==> src/rtl/tdm_demux.sv <==
// De-interleaves framed bit-serial TDM data into LANES words of WIDTH bits.
// Latency: 1 cycle from the last frame bit to out_valid. A frame completing while the output is still full is dropped and sets sticky overrun.
module tdm_demux #(
  parameter int LANES = 2,
  parameter int WIDTH = 8
) (
  input  logic                   clk,
  input  logic                   rst_n,
  input  logic                   sin,
  input  logic                   sin_valid,
  input  logic                   frame_start,
  output logic [LANES*WIDTH-1:0] out_data,
  output logic                   out_valid,
  input  logic                   out_ready,
  input  logic                   ovr_clr,
  output logic                   overrun,
  output logic                   sync_err
);

  localparam int F  = LANES * WIDTH;
  localparam int LW = (LANES > 1) ? $clog2(LANES) : 1;
  localparam int WW = (WIDTH > 1) ? $clog2(WIDTH) : 1;
  localparam logic [LW-1:0] LAST_LANE = LW'(LANES - 1);
  localparam logic [WW-1:0] LAST_BIT  = WW'(WIDTH - 1);

  typedef enum logic {IDLE, SHIFT} state_t;

  state_t        state_q, state_d;
  logic [LW-1:0] lane_q, lane_d;
  logic [WW-1:0] bit_q, bit_d;
  logic [F-1:0]  buf_q, buf_d;
  logic [F-1:0]  out_data_q, out_data_d;
  logic          out_valid_q, out_valid_d;
  logic          overrun_q, overrun_d;
  logic          sync_err_q, sync_err_d;
  logic          complete;

  always_comb begin
    state_d     = state_q;
    lane_d      = lane_q;
    bit_d       = bit_q;
    buf_d       = buf_q;
    out_data_d  = out_data_q;
    out_valid_d = out_valid_q;
    overrun_d   = overrun_q;
    sync_err_d  = 1'b0;
    complete    = 1'b0;

    if (out_valid_q && out_ready) out_valid_d = 1'b0;
    if (ovr_clr) overrun_d = 1'b0;

    if (sin_valid) begin
      if (frame_start) begin
        // A frame_start always restarts assembly; mid-frame it abandons the partial frame.
        if (state_q == SHIFT) sync_err_d = 1'b1;
        buf_d    = '0;
        buf_d[0] = sin;
        lane_d   = LW'(1);
        bit_d    = '0;
        state_d  = SHIFT;
      end else if (state_q == SHIFT) begin
        for (int l = 0; l < LANES; l++) begin
          for (int b = 0; b < WIDTH; b++) begin
            if (lane_q == LW'(l) && bit_q == WW'(b)) buf_d[l*WIDTH+b] = sin;
          end
        end
        if (lane_q == LAST_LANE && bit_q == LAST_BIT) begin
          complete = 1'b1;
          state_d  = IDLE;
          lane_d   = '0;
          bit_d    = '0;
        end else if (lane_q == LAST_LANE) begin
          lane_d = '0;
          bit_d  = bit_q + WW'(1);
        end else begin
          lane_d = lane_q + LW'(1);
        end
      end
    end

    // Drop wins over clear so a lost frame is never silently forgotten.
    if (complete) begin
      if (!out_valid_q || out_ready) begin
        out_data_d  = buf_d;
        out_valid_d = 1'b1;
      end else begin
        overrun_d = 1'b1;
      end
    end
  end

  always_ff @(posedge clk) begin
    if (!rst_n) begin
      state_q     <= IDLE;
      lane_q      <= '0;
      bit_q       <= '0;
      buf_q       <= '0;
      out_data_q  <= '0;
      out_valid_q <= 1'b0;
      overrun_q   <= 1'b0;
      sync_err_q  <= 1'b0;
    end else begin
      state_q     <= state_d;
      lane_q      <= lane_d;
      bit_q       <= bit_d;
      buf_q       <= buf_d;
      out_data_q  <= out_data_d;
      out_valid_q <= out_valid_d;
      overrun_q   <= overrun_d;
      sync_err_q  <= sync_err_d;
    end
  end

  assign out_data  = out_data_q;
  assign out_valid = out_valid_q;
  assign overrun   = overrun_q;
  assign sync_err  = sync_err_q;

endmodule

==> config.mk <==
export PLATFORM = sky130hd
export DESIGN_NAME = tdm_demux
export DESIGN_NICKNAME = d
export VERILOG_FILES = /design/src/rtl/tdm_demux.sv
export SDC_FILE = /design/constraint.sdc
export NUM_CORES = 1
export LEC_CHECK = 0
export BUFFER_PORTS_ARGS = -buffer_cell sky130_fd_sc_hd__buf_4
export CORE_AREA = 4 4 73 75
export CTS_CLUSTER_SIZE = 20
export DETAILED_ROUTE_END_ITERATION = 8
export DIE_AREA = 0 0 77 79
export GPL_ROUTABILITY_DRIVEN = 0
export HOLD_SLACK_MARGIN = 0.1
export REMOVE_ABC_BUFFERS = 1
export SKIP_LAST_GASP = 1
export SLEW_MARGIN = 20
export SYNTH_ARGS = -nofsm -noshare
export SYNTH_HDL_FRONTEND = slang
export SYNTH_SLANG_ARGS = --single-unit
==> constraint.sdc <==
create_clock -name clk -period 2.36 [get_ports clk]
set_clock_uncertainty 0.05 [all_clocks]
set_input_delay 0.118 -clock clk [delete_from_list [all_inputs] [get_ports clk]]
set_output_delay 0.118 -clock clk [all_outputs]
set_load 0.01 [all_outputs]
Word level (Yosys, flattened, before mapping):

Cells that the tools add are included.

* output and inout port bits: 19
* logic and storage cells: 85
* bits in registers: 40
* bits of input ports: 7

* bitwise logic cells: 1
* multiplexer cells: 41
* reduce and logical (&&, ||, !) cells: 26
* equality and inequality tests: 7
* $add $sub $neg: 2

Operator list (number)
* 16-bit 2-to-1 mux: 3
* 1-bit 2-to-1 mux: 34
* 1-bit logical AND: 17
* 3-bit == test, second input constant: 4
* 3-bit 2-to-1 mux: 4
* 3-bit by 2-bit == test with 1-bit output, second input constant: 2
* 3-bit AND reduction: 2
* 2-bit AND reduction: 2
* 3-bit by 1-bit adder with 3-bit output, second input constant: 1
* 3-bit by 1-bit == test with 1-bit output, second input constant: 1
* 3-bit zero test: 1
* 3-bit nonzero test: 1
* 2-bit nonzero test: 1
* 1-bit adder, second input constant: 1
* 1-bit zero test: 1
* 1-bit logical OR: 1
* 1-bit NOT: 1

Logic depth before layout (Yosys ltp):

Gate-level depths: netlist of run 1.

* word-level depth: 7
* mapped depth: 8
* gate-level depth less buffers: 6

Worst setup path before layout of run 1:

No wires, ideal clock.

* path kind: register to register
* start: reg bit_q[0]
* end: reg out_data_q[10] (netlist: out_data[10])
* setup slack: 0.714 ns
* data required time: 2.188 ns
* arrival: 1.474 ns
* cell stages (with the launch flop): 9
* buffers on the path: 3
* setup time: 0.122 ns
* clock period less this slack: 1.646 ns
* cells stage by stage: dfxtp_1 -> ha_1 -> ha_1 -> clkbuf_1 -> and3_1 -> buf_4 -> buf_6 -> o21ai_1 -> a21oi_2

* cells in the longest elaborated chain, start to end: 7
* elaborated cells on any way between the ends: 13
* classes of those cells: eq/ne: 2; mux: 8; reduce/logical: 3

Ends and longest elaborated chain
* start, declared: line 30 `logic [WW-1:0] bit_q, bit_d;`
* start signal, assigned: line 105 `bit_q <= bit_d;`
* 3-bit == test: line 67 `if (lane_q == LAST_LANE && bit_q == LAST_BIT) begin`
* 1-bit logical AND: line 67
* 1-bit 2-to-1 mux: line 67
* 1-bit 2-to-1 mux: line 61 `end else if (state_q == SHIFT) begin`
* 1-bit 2-to-1 mux: line 53 `if (frame_start) begin`
* 1-bit 2-to-1 mux: line 52 `if (sin_valid) begin`
* 2-bit AND reduction (no source line)
* end signal, assigned: line 107 `out_data_q <= out_data_d;`
* end, declared: line 32 `logic [F-1:0] out_data_q, out_data_d;`

Several ways; a longest one is shown, not always the timed one.
A chain may end at the register's enable or synchronous reset.

Worst setup path after layout of run 1:

* start: reg bit_q[0]
* end: reg out_data_q[1] (netlist: out_data[1])

The elaborated chain is that of the path after synthesis.

==> impl_metrics.py, run 1 <==
metrics = {
    "sta": {
        "hold_slack_ns": 0.135,
        "drv_slew": 0,
        "setup_tns_ns": 0,
        "setup_viol": 0,
        "fmaxAchievable_mhz": 558,
        "finalCritPeriodShare": 0.759,
        "worst_pin_slew_ns": 0.439,
        "rsz0062_at_grt": "false",
        "hold_viol_final": 0,
        "max_slew_margin": 0.707,
        "period_needed_ns": 1.79,
    },
    "global_route": {
        "antenna_found_initial": 0,
        "grt_max_degree": 41,
        "grt.total_usage": 0.132,
        "grt_pass1_wl_um": 6400,
        "first_global_vias": 1393,
        "overflow": 0,
    },
    "placed_design": {
        "dpl.cell_count": 267,
        "dp_hpwl_um": 2460,
        "port_buffers": 25,
    },
    "min_path": {
        "worst_hold_path.endpoint": "out_valid$_SDFF_PN0_",
        "holdPathStages": 3,
        "min_path_type": "primary input to flop",
        "hold_path.startpoint": "out_ready",
    },
    "flow_run": {
        "maxCapViolCount": 0,
    },
    "logic_synthesis": {
        "synth_area_leaders": "dfxtp_1 44%, nor2b_1 4.5%, ha_1 4.2%",
        "yosys_warnings": 0,
        "yosys.area.top_type": "dfxtp_1",
        "yosys.area.top_type_share": 0.444,
        "ys_types": 37,
        "syn_avg_cell_area_um2": 9.05,
        "synth_cells": 199,
        "synth_seq_cells": 40,
        "synth.yosys.seq_area_share": 0.444,
        "netlist_area_mm2": 0.00180,
    },
    "die": {
        "die_area_mm2": 0.00608,
        "fp-row-count": 25,
        "fp.dieW_um": 77,
        "die_h_um": 79,
        "io_pins": 26,
        "start_util": 0.387,
        "core_mm2": 0.00466,
    },
    "route": {
        "firstDrtPassIters": 4,
        "via_count": 1461,
        "ant_nets": 0,
        "initialDrtViolationCount": 58,
        "viasPerCell": 5.29,
        "post_drt_wl_per_cell_um": 13.5,
        "routed_wl_um": 3720,
        "drcViolationCount": 0,
    },
    "cts": {
        "cts_setup_buffers": 0,
        "cts_root_buf": "clkbuf_8",
        "cts_max_path_buffers": 2,
        "cts_tree": "yes",
        "cts_sinks": 40,
        "clkTransAtPathRegs_ns": 0.07,
        "ctsHtreeMaxLevel": 2,
        "cts_made_buffers": 5,
        "clk_latency_ns": 0.29,
    },
    "critical_path": {
        "r2r-start": "bit_q[0]$_SDFFE_PN0P_",
        "cp-end-kind": "flop",
        "start_kind": "flop",
        "cp.required_ns": 2.53,
        "cp.arrival_ns": 1.96,
        "path_class": "flop to flop",
        "r2r_slack_ns": 0.57,
        "worstPathMaxFanout": 28,
        "timing.rr.end": "out_data[1]$_SDFFE_PN0P_",
        "reg2reg_depth": 6,
    },
    "power_and_ir_drop": {
        "p_per_area_mw_per_mm2": 562,
        "switching_share": 0.232,
        "pwr-share-seq": 0.578,
        "switching_power_uw": 274,
        "power_mw": 1.18,
        "power_frac_comb": 0.058,
        "p_clk_frac": 0.364,
        "ir_drop_mv": 0.340,
        "p_int_uw": 907,
        "power_leakage_nw": 0.830,
    },
    "layout": {
        "antennaDiodeCount": 0,
        "nets": 235,
        "final_cells": 276,
        "final_common_cell": "dfxtp_1",
        "final_cell_mix": "40 x dfxtp_1, 28 x buf_4, 16 x nand2_1",
        "area_delta_synth_final_pct": 16.7,
        "drive_above_1_share": 0.194,
    },
    "run_status": {
        "status": "completed",
    },
}
==> sequential cells by signal (all words and copies together), names as in the netlist <==
signal / flops
lane_q: 1
overrun: 1
buf_q: 16
sync_err: 1
out_valid: 1
state_q: 1
out_data: 16
bit_q: 3
==> cell families after synthesis <==
family / count (synthesis) / share of synthesized area
mux: 2 / 0.0111
flops: 40 / 0.444
compound gates: 60 / 0.218
buf+inv: 24 / 0.0625
simple gates: 67 / 0.222
fa+ha+maj: 6 / 0.0417
==> worst max path at each step <==
stage                          start                        to  slack [ns]
4_1_cts        bit_q[0]$_SDFFE_PN0P_  out_data[9]$_SDFFE_PN0P_        0.54
5_1_grt        bit_q[0]$_SDFFE_PN0P_  out_data[9]$_SDFFE_PN0P_        0.34
3_5_place_dp   bit_q[0]$_SDFFE_PN0P_  out_data[9]$_SDFFE_PN0P_        0.56
3_3_place_gp   bit_q[0]$_SDFFE_PN0P_  out_data[9]$_SDFFE_PN0P_        0.63
2_1_floorplan  bit_q[0]$_SDFFE_PN0P_  out_data[1]$_SDFFE_PN0P_        0.49
6_report       bit_q[0]$_SDFFE_PN0P_  out_data[1]$_SDFFE_PN0P_        0.57
==> synthesized netlist by cell type <==
master	number
nand4b_1	2
nor3_1	2
a31oi_1	2
o21ai_1	5
and4bb_2	2
and2_1	4
a21oi_2	5
a22oi_1	1
ha_1	6
o22ai_1	3
a32oi_1	8
a21bo_2	1
nand3_1	5
and2b_1	1
inv_1	10
nor2b_1	13
nor4bb_1	1
a21o_1	4
dfxtp_1	40
nand4_1	2
buf_4	2
mux2i_1	2
and4_1	1
and3b_1	1
a21boi_0	3
nor2_1	7
and3_1	5
nand2_1	16
a211oi_1	5
clkbuf_1	5
buf_2	6
nand2b_1	1
a21oi_1	13
buf_6	1
nor4b_2	1
o21ai_0	10
and4b_1	3
==> critical path, cell delays in order, from the launching register on <==
cell,delay [ns]
dfxtp_1,0.39
ha_1,0.20
ha_1,0.34
and3_1,0.20
buf_4,0.28
o21ai_0,0.12
a21oi_1,0.12
==> per-stage QoR <==
step	setup WS [ns]	cell area [µm²]	utilization
after floorplan	0.489	1730	-
after global placement	0.627	2000	0.430
after detailed placement	0.559	2000	0.430
after CTS	0.537	2100	0.451
after global routing	0.342	2100	0.451
final	0.569	2100	0.451
==> per-layer routing <==
metal	vias to the layer above	wire length, µm	GRT usage
met5	-	0	0
met4	0	96	0.0694
met3	9	150	0.0374
met2	24	1580	0.201
met1	675	1890	0.170
li1	753	-	-
==> layout make-up <==
cell class | count | area, µm²
Clock buffer | 6 | 72.6
Clock inverter | 1 | 5.00
Fill cell | 485 | 2560
Inverter | 10 | 37.5
Multi-Input combinational cell | 135 | 888
Sequential cell | 40 | 801
Tap cell | 54 | 67.6
Timing Repair Buffer | 30 | 230
==> power groups by stage <==
stage	clock (mW)	combinational [mW]	sequential, mW
after detailed placement	0	0.0653	0.698
after floorplan	0	0.0248	0.702
after global routing	0.470	0.0748	0.682
after global placement	0	0.0657	0.698
final	0.430	0.0680	0.682
after CTS	0.443	0.0680	0.682
==> repair_timing <==
| item | CTS | global route |
|---|---|---|
| hold buffers | 2 | 0 |
| hold endpoints to repair | 2 | 0 |
| resized for setup | 0 | 0 |
No activity file was read; power rests on OpenSTA's default activity.
==> run 2, diff against run 1 <==
==> constraint.sdc (replaced) <==
create_clock -name clk -period 1.6 [get_ports clk]
set_clock_uncertainty 0.05 [all_clocks]
set_input_delay 0.08 -clock clk [delete_from_list [all_inputs] [get_ports clk]]
set_output_delay 0.08 -clock clk [all_outputs]
set_load 0.01 [all_outputs]
==> impl_metrics.py, run 2 (synthesis results as in run 1) <==
metrics = {
    "run_status": {
        "status": "completed",
    },
    "die": {
        "fp.dieW_um": 77,
        "io_pins": 26,
        "die_h_um": 79,
        "core_mm2": 0.00466,
        "die_area_mm2": 0.00608,
        "start_util": 0.387,
        "fp-row-count": 25,
    },
    "cts": {
        "cts_tree": "yes",
        "clkTransAtPathRegs_ns": 0.08,
        "cts_sinks": 40,
        "cts_made_buffers": 5,
        "cts_max_path_buffers": 2,
        "ctsHtreeMaxLevel": 2,
        "cts_root_buf": "clkbuf_8",
        "clk_latency_ns": 0.29,
    },
    "critical_path": {
        "path_class": "flop to flop",
        "r2r-start": "bit_q[0]$_SDFFE_PN0P_",
        "cp.required_ns": 1.73,
        "reg2reg_depth": 6,
        "start_kind": "flop",
        "r2r_slack_ns": 0.07,
        "crit_start": "bit_q[0]$_SDFFE_PN0P_",
        "cp.arrival_ns": 1.66,
        "crit_path_end": "out_data[15]$_SDFFE_PN0P_",
        "worstPathMaxFanout": 7,
        "cp-end-kind": "flop",
        "timing.rr.end": "out_data[15]$_SDFFE_PN0P_",
    },
    "layout": {
        "antennaDiodeCount": 0,
        "utilization": 0.481,
        "nets": 243,
        "area_delta_synth_final_pct": 24.4,
        "fillers": 466,
        "final_common_cell": "dfxtp_1",
        "final_cell_mix": "36 x dfxtp_1, 34 x buf_4, 16 x nand2_1",
        "drive_above_1_share": 0.268,
    },
    "global_route": {
        "grt_pass1_wl_um": 6540,
        "grt_max_degree": 29,
        "overflow": 0,
        "grt.total_usage": 0.136,
        "antenna_found_initial": 0,
        "first_global_vias": 1437,
    },
    "route": {
        "ant_nets": 0,
        "post_drt_wl_per_cell_um": 14.2,
        "routed_wl_um": 4060,
        "via_count": 1523,
        "initialDrtViolationCount": 53,
        "drcViolationCount": 0,
        "viasPerCell": 5.34,
        "firstDrtPassIters": 4,
    },
    "placed_design": {
        "place_ws_ns": 0.0164,
        "dp_hpwl_um": 2630,
        "port_buffers": 25,
    },
    "power_and_ir_drop": {
        "power_leakage_nw": 0.893,
        "ir_drop_mv": 0.384,
        "p_per_area_mw_per_mm2": 802,
    },
    "sta": {
        "hold_viol_final": 0,
        "setup_viol": 0,
        "layout_setup_ws_ns": 0.0660,
        "finalCritPeriodShare": 0.959,
        "fmaxAchievable_mhz": 652,
        "period_needed_ns": 1.53,
        "max_slew_margin": 0.661,
        "worst_pin_slew_ns": 0.507,
        "rsz0062_at_grt": "true",
        "drv_slew": 0,
    },
    "min_path": {
        "min_path_type": "primary input to flop",
        "holdPathStages": 3,
    },
    "flow_run": {
        "maxCapViolCount": 0,
    },
}
run 2: cell types whose count changed in the layout (fill, tap and decap cells not counted), sizes merged:
cell,change
buf,+7
clkbuf,+1
clkinv,+1
run 2: report_power, final:
part / total [mW] / leakage [nW] / internal [mW] / switching, mW
combinational: 0.107 / 0.518 / 0.0434 / 0.0637
clock: 0.682 / 0.0510 / 0.344 / 0.338
sequential: 1.01 / 0.324 / 1.00 / 0.00688
total: 1.80 / 0.893 / 1.39 / 0.409
run 2: worst min-delay path by stage:
| stage | endpoint | startpoint |
|---|---|---|
| 5_1_grt | lane_q$_SDFFE_PN0P_ | sin_valid |
| 2_1_floorplan | lane_q$_SDFFE_PN0P_ | rst_n |
| 3_5_place_dp | buf_q[0]$_SDFF_PN0_ | sin |
| 4_1_cts | lane_q$_SDFFE_PN0P_ | sin_valid |
| 3_3_place_gp | buf_q[0]$_SDFF_PN0_ | sin |
| 6_report | lane_q$_SDFFE_PN0P_ | sin_valid |
run 2: what timing repair did:
action	4_1_cts	5_1_grt
setup endpoints to repair	0	19
resized for setup	0	10
hold buffers	2	0
buffers inserted	0	0
hold endpoints to repair	2	0
run 2: per-layer routing:
layer / up-vias / share of wire / track usage
li1: 770 / - / -
met1: 704 / 0.49 / 0.174
met2: 41 / 0.44 / 0.215
met3: 8 / 0.052 / 0.0454
met4: 0 / 0.017 / 0.0445
met5: - / 0 / 0
run 2: stage by stage:
stage          TNS [ns]  total power [mW]  hold WS, ns  instance area [µm²]  cells
6_report              0              1.80        0.122                 2240    285
5_1_grt         -0.0247              1.90        0.115                 2240    285
3_5_place_dp          0              1.13        0.343                 2070    274
2_1_floorplan     -3.90              1.07        0.146                 1730    185
3_3_place_gp          0              1.13        0.335                 2070    274
4_1_cts               0              1.82        0.115                 2180    284
run 2: worst max-delay path, stage by stage (launching register included):
cell and delay [ns]:
dfxtp_2 0.34, ha_1 0.22, ha_1 0.22, buf_4 0.17, and3_1 0.18, a32oi_2 0.16, a21oi_1 0.09
run 2: area by class of cell:
class                           count  area (µm²)  area share
Clock inverter                      2        10.0     0.00447
Clock buffer                        6        82.6      0.0369
Inverter                           10        37.5      0.0168
Sequential cell                    40         806       0.360
Tap cell                           54        67.6      0.0302
Timing Repair Buffer               38         320       0.143
Multi-Input combinational cell    135         917       0.409
==> run 3, diff against run 2 <==
--- a/config.mk
+++ b/config.mk
@@ -6,12 +6,13 @@
 export NUM_CORES = 1
 export LEC_CHECK = 0
 export BUFFER_PORTS_ARGS = -buffer_cell sky130_fd_sc_hd__buf_4
-export CORE_AREA = 4 4 73 75
+export CORE_AREA = 4 4 66 68
 export CTS_CLUSTER_SIZE = 20
 export DETAILED_ROUTE_END_ITERATION = 8
-export DIE_AREA = 0 0 77 79
+export DIE_AREA = 0 0 70 72
 export GPL_ROUTABILITY_DRIVEN = 0
 export HOLD_SLACK_MARGIN = 0.1
+export PLACE_DENSITY = 0.71
 export REMOVE_ABC_BUFFERS = 1
 export SKIP_LAST_GASP = 1
 export SLEW_MARGIN = 20
==> impl_metrics.py, run 3 (synthesis results as in run 1) <==
metrics = {
    "run_status": {
        "status": "completed",
    },
    "critical_path": {
        "worstPathMaxFanout": 7,
        "start_kind": "flop",
        "cp.required_ns": 1.73,
        "reg2reg_depth": 6,
        "cp.arrival_ns": 1.67,
        "crit_slowest_cell": "dfxtp_4",
        "path_class": "flop to flop",
        "critical-path-max-stage-delay_ns": 0.37,
        "r2r_slack_ns": 0.06,
        "crit_path_frequent_cell": "ha_2",
        "r2r-start": "bit_q[0]$_SDFFE_PN0P_",
        "crit_path_cell_trace": "ha_2 > ha_2 > buf_4 > and3_1 > a32oi_2 > a21oi_1",
        "cp-end-kind": "flop",
        "crit_start": "bit_q[0]$_SDFFE_PN0P_",
    },
    "layout": {
        "utilization": 0.581,
        "antennaDiodeCount": 0,
        "nets": 245,
        "final_cells": 282,
        "seq_area_um2": 807,
        "multiInputGateArea_um2": 917,
        "final_cell_mix": "37 x dfxtp_1, 36 x buf_4, 16 x nand2_1",
        "area_delta_synth_final_pct": 24.4,
        "final_common_cell": "dfxtp_1",
        "drive_above_1_share": 0.280,
        "fillers": 365,
    },
    "sta": {
        "drv_slew": 0,
        "hold_slack_ns": 0.109,
        "fmaxAchievable_mhz": 649,
        "max_slew_margin": 0.720,
        "layout_setup_ws_ns": 0.0581,
        "hold_viol_final": 0,
        "finalCritPeriodShare": 0.964,
        "setup_tns_ns": 0,
        "setup_viol": 0,
        "worst_pin_slew_ns": 0.419,
        "period_needed_ns": 1.54,
        "rsz0062_at_grt": "true",
    },
    "die": {
        "die_h_um": 72,
        "core_mm2": 0.00386,
        "fp-row-count": 23,
        "die_area_mm2": 0.00504,
        "fp.dieW_um": 70,
        "io_pins": 26,
        "start_util": 0.467,
    },
    "global_route": {
        "antenna_found_initial": 0,
        "first_global_vias": 1449,
        "grt_max_degree": 22,
        "overflow": 0,
        "grt_pass1_wl_um": 6690,
        "grt.total_usage": 0.165,
    },
    "cts": {
        "clk_latency_ns": 0.29,
        "cts_root_buf": "clkbuf_8",
        "cts_tree": "yes",
        "ctsHtreeMaxLevel": 2,
        "clkTransAtPathRegs_ns": 0.08,
        "cts_sinks": 40,
        "cts_max_path_buffers": 2,
        "cts_made_buffers": 5,
    },
    "placed_design": {
        "port_buffers": 25,
        "place_ws_ns": -0.0103,
        "dp_hpwl_um": 2670,
        "dpl.cell_count": 271,
    },
    "min_path": {
        "min_path_type": "primary input to flop",
        "holdPathStages": 3,
        "hold_path.startpoint": "sin_valid",
    },
    "route": {
        "drcViolationCount": 0,
        "routed_wl_um": 3910,
        "firstDrtPassIters": 4,
        "ant_nets": 0,
        "via_count": 1526,
        "initialDrtViolationCount": 97,
        "viasPerCell": 5.41,
        "post_drt_wl_per_cell_um": 13.9,
    },
    "flow_run": {
        "maxCapViolCount": 0,
    },
    "power_and_ir_drop": {
        "p_per_area_mw_per_mm2": 822,
        "power_leakage_nw": 0.888,
        "ir_drop_mv": 0.530,
    },
}
==> run 3: report_power, final <==
part | switching (mW) | internal, mW | total [mW]
clock network | 0.342 | 0.384 | 0.726
logic | 0.0606 | 0.0480 | 0.109
registers | 0.00799 | 1.00 | 1.01
==> run 3: final cells by class <==
cell class | count | area share
Multi-Input combinational cell | 135 | 0.409
Clock buffer | 7 | 0.0430
Sequential cell | 40 | 0.360
Tap cell | 50 | 0.0279
Inverter | 10 | 0.0168
Timing Repair Buffer | 40 | 0.143
==> run 3: worst max-delay path: cells and delay by family, from the launching register on <==
family	cells	cell delay, ns
fa+ha+maj	2	0.38
buf+inv	1	0.16
compound gates	2	0.27
simple gates	1	0.19
flops	1	0.37
==> run 3: final timing paths <==
kind | end
worst max-delay path | out_data[15]$_SDFFE_PN0P_
worst min-delay path | lane_q$_SDFFE_PN0P_
worst max register to register | out_data[15]$_SDFFE_PN0P_
worst min register to register | out_data[0]$_SDFFE_PN0P_
==> run 3: repair_timing <==
| action | 4_1_cts | 5_1_grt |
|---|---|---|
| buffers inserted | 0 | 1 |
| cloned | 0 | 0 |
| endpoints found under the setup margin | 4 | 21 |
| resized for setup | 1 | 13 |
| pin swaps | 1 | 1 |
| hold buffers | 3 | 0 |
| endpoints found under the hold margin | 12 | 0 |
==> run 3: per-stage QoR <==
| stage | instance area (µm²) | power (mW) |
|---|---|---|
| after global routing | 2240 | 1.90 |
| final | 2240 | 1.84 |
| after detailed placement | 2070 | 1.13 |
| after CTS | 2200 | 1.85 |
| after global placement | 2070 | 1.13 |
| after floorplan | 1730 | 1.07 |
==> run 3: layer usage <==
layer | vias up | share of wire | global-route usage
met5 | - | 0 | 0
met4 | 0 | 0.021 | 0.0872
met3 | 7 | 0.048 | 0.0332
met2 | 32 | 0.47 | 0.271
met1 | 712 | 0.46 | 0.205
li1 | 775 | - | -
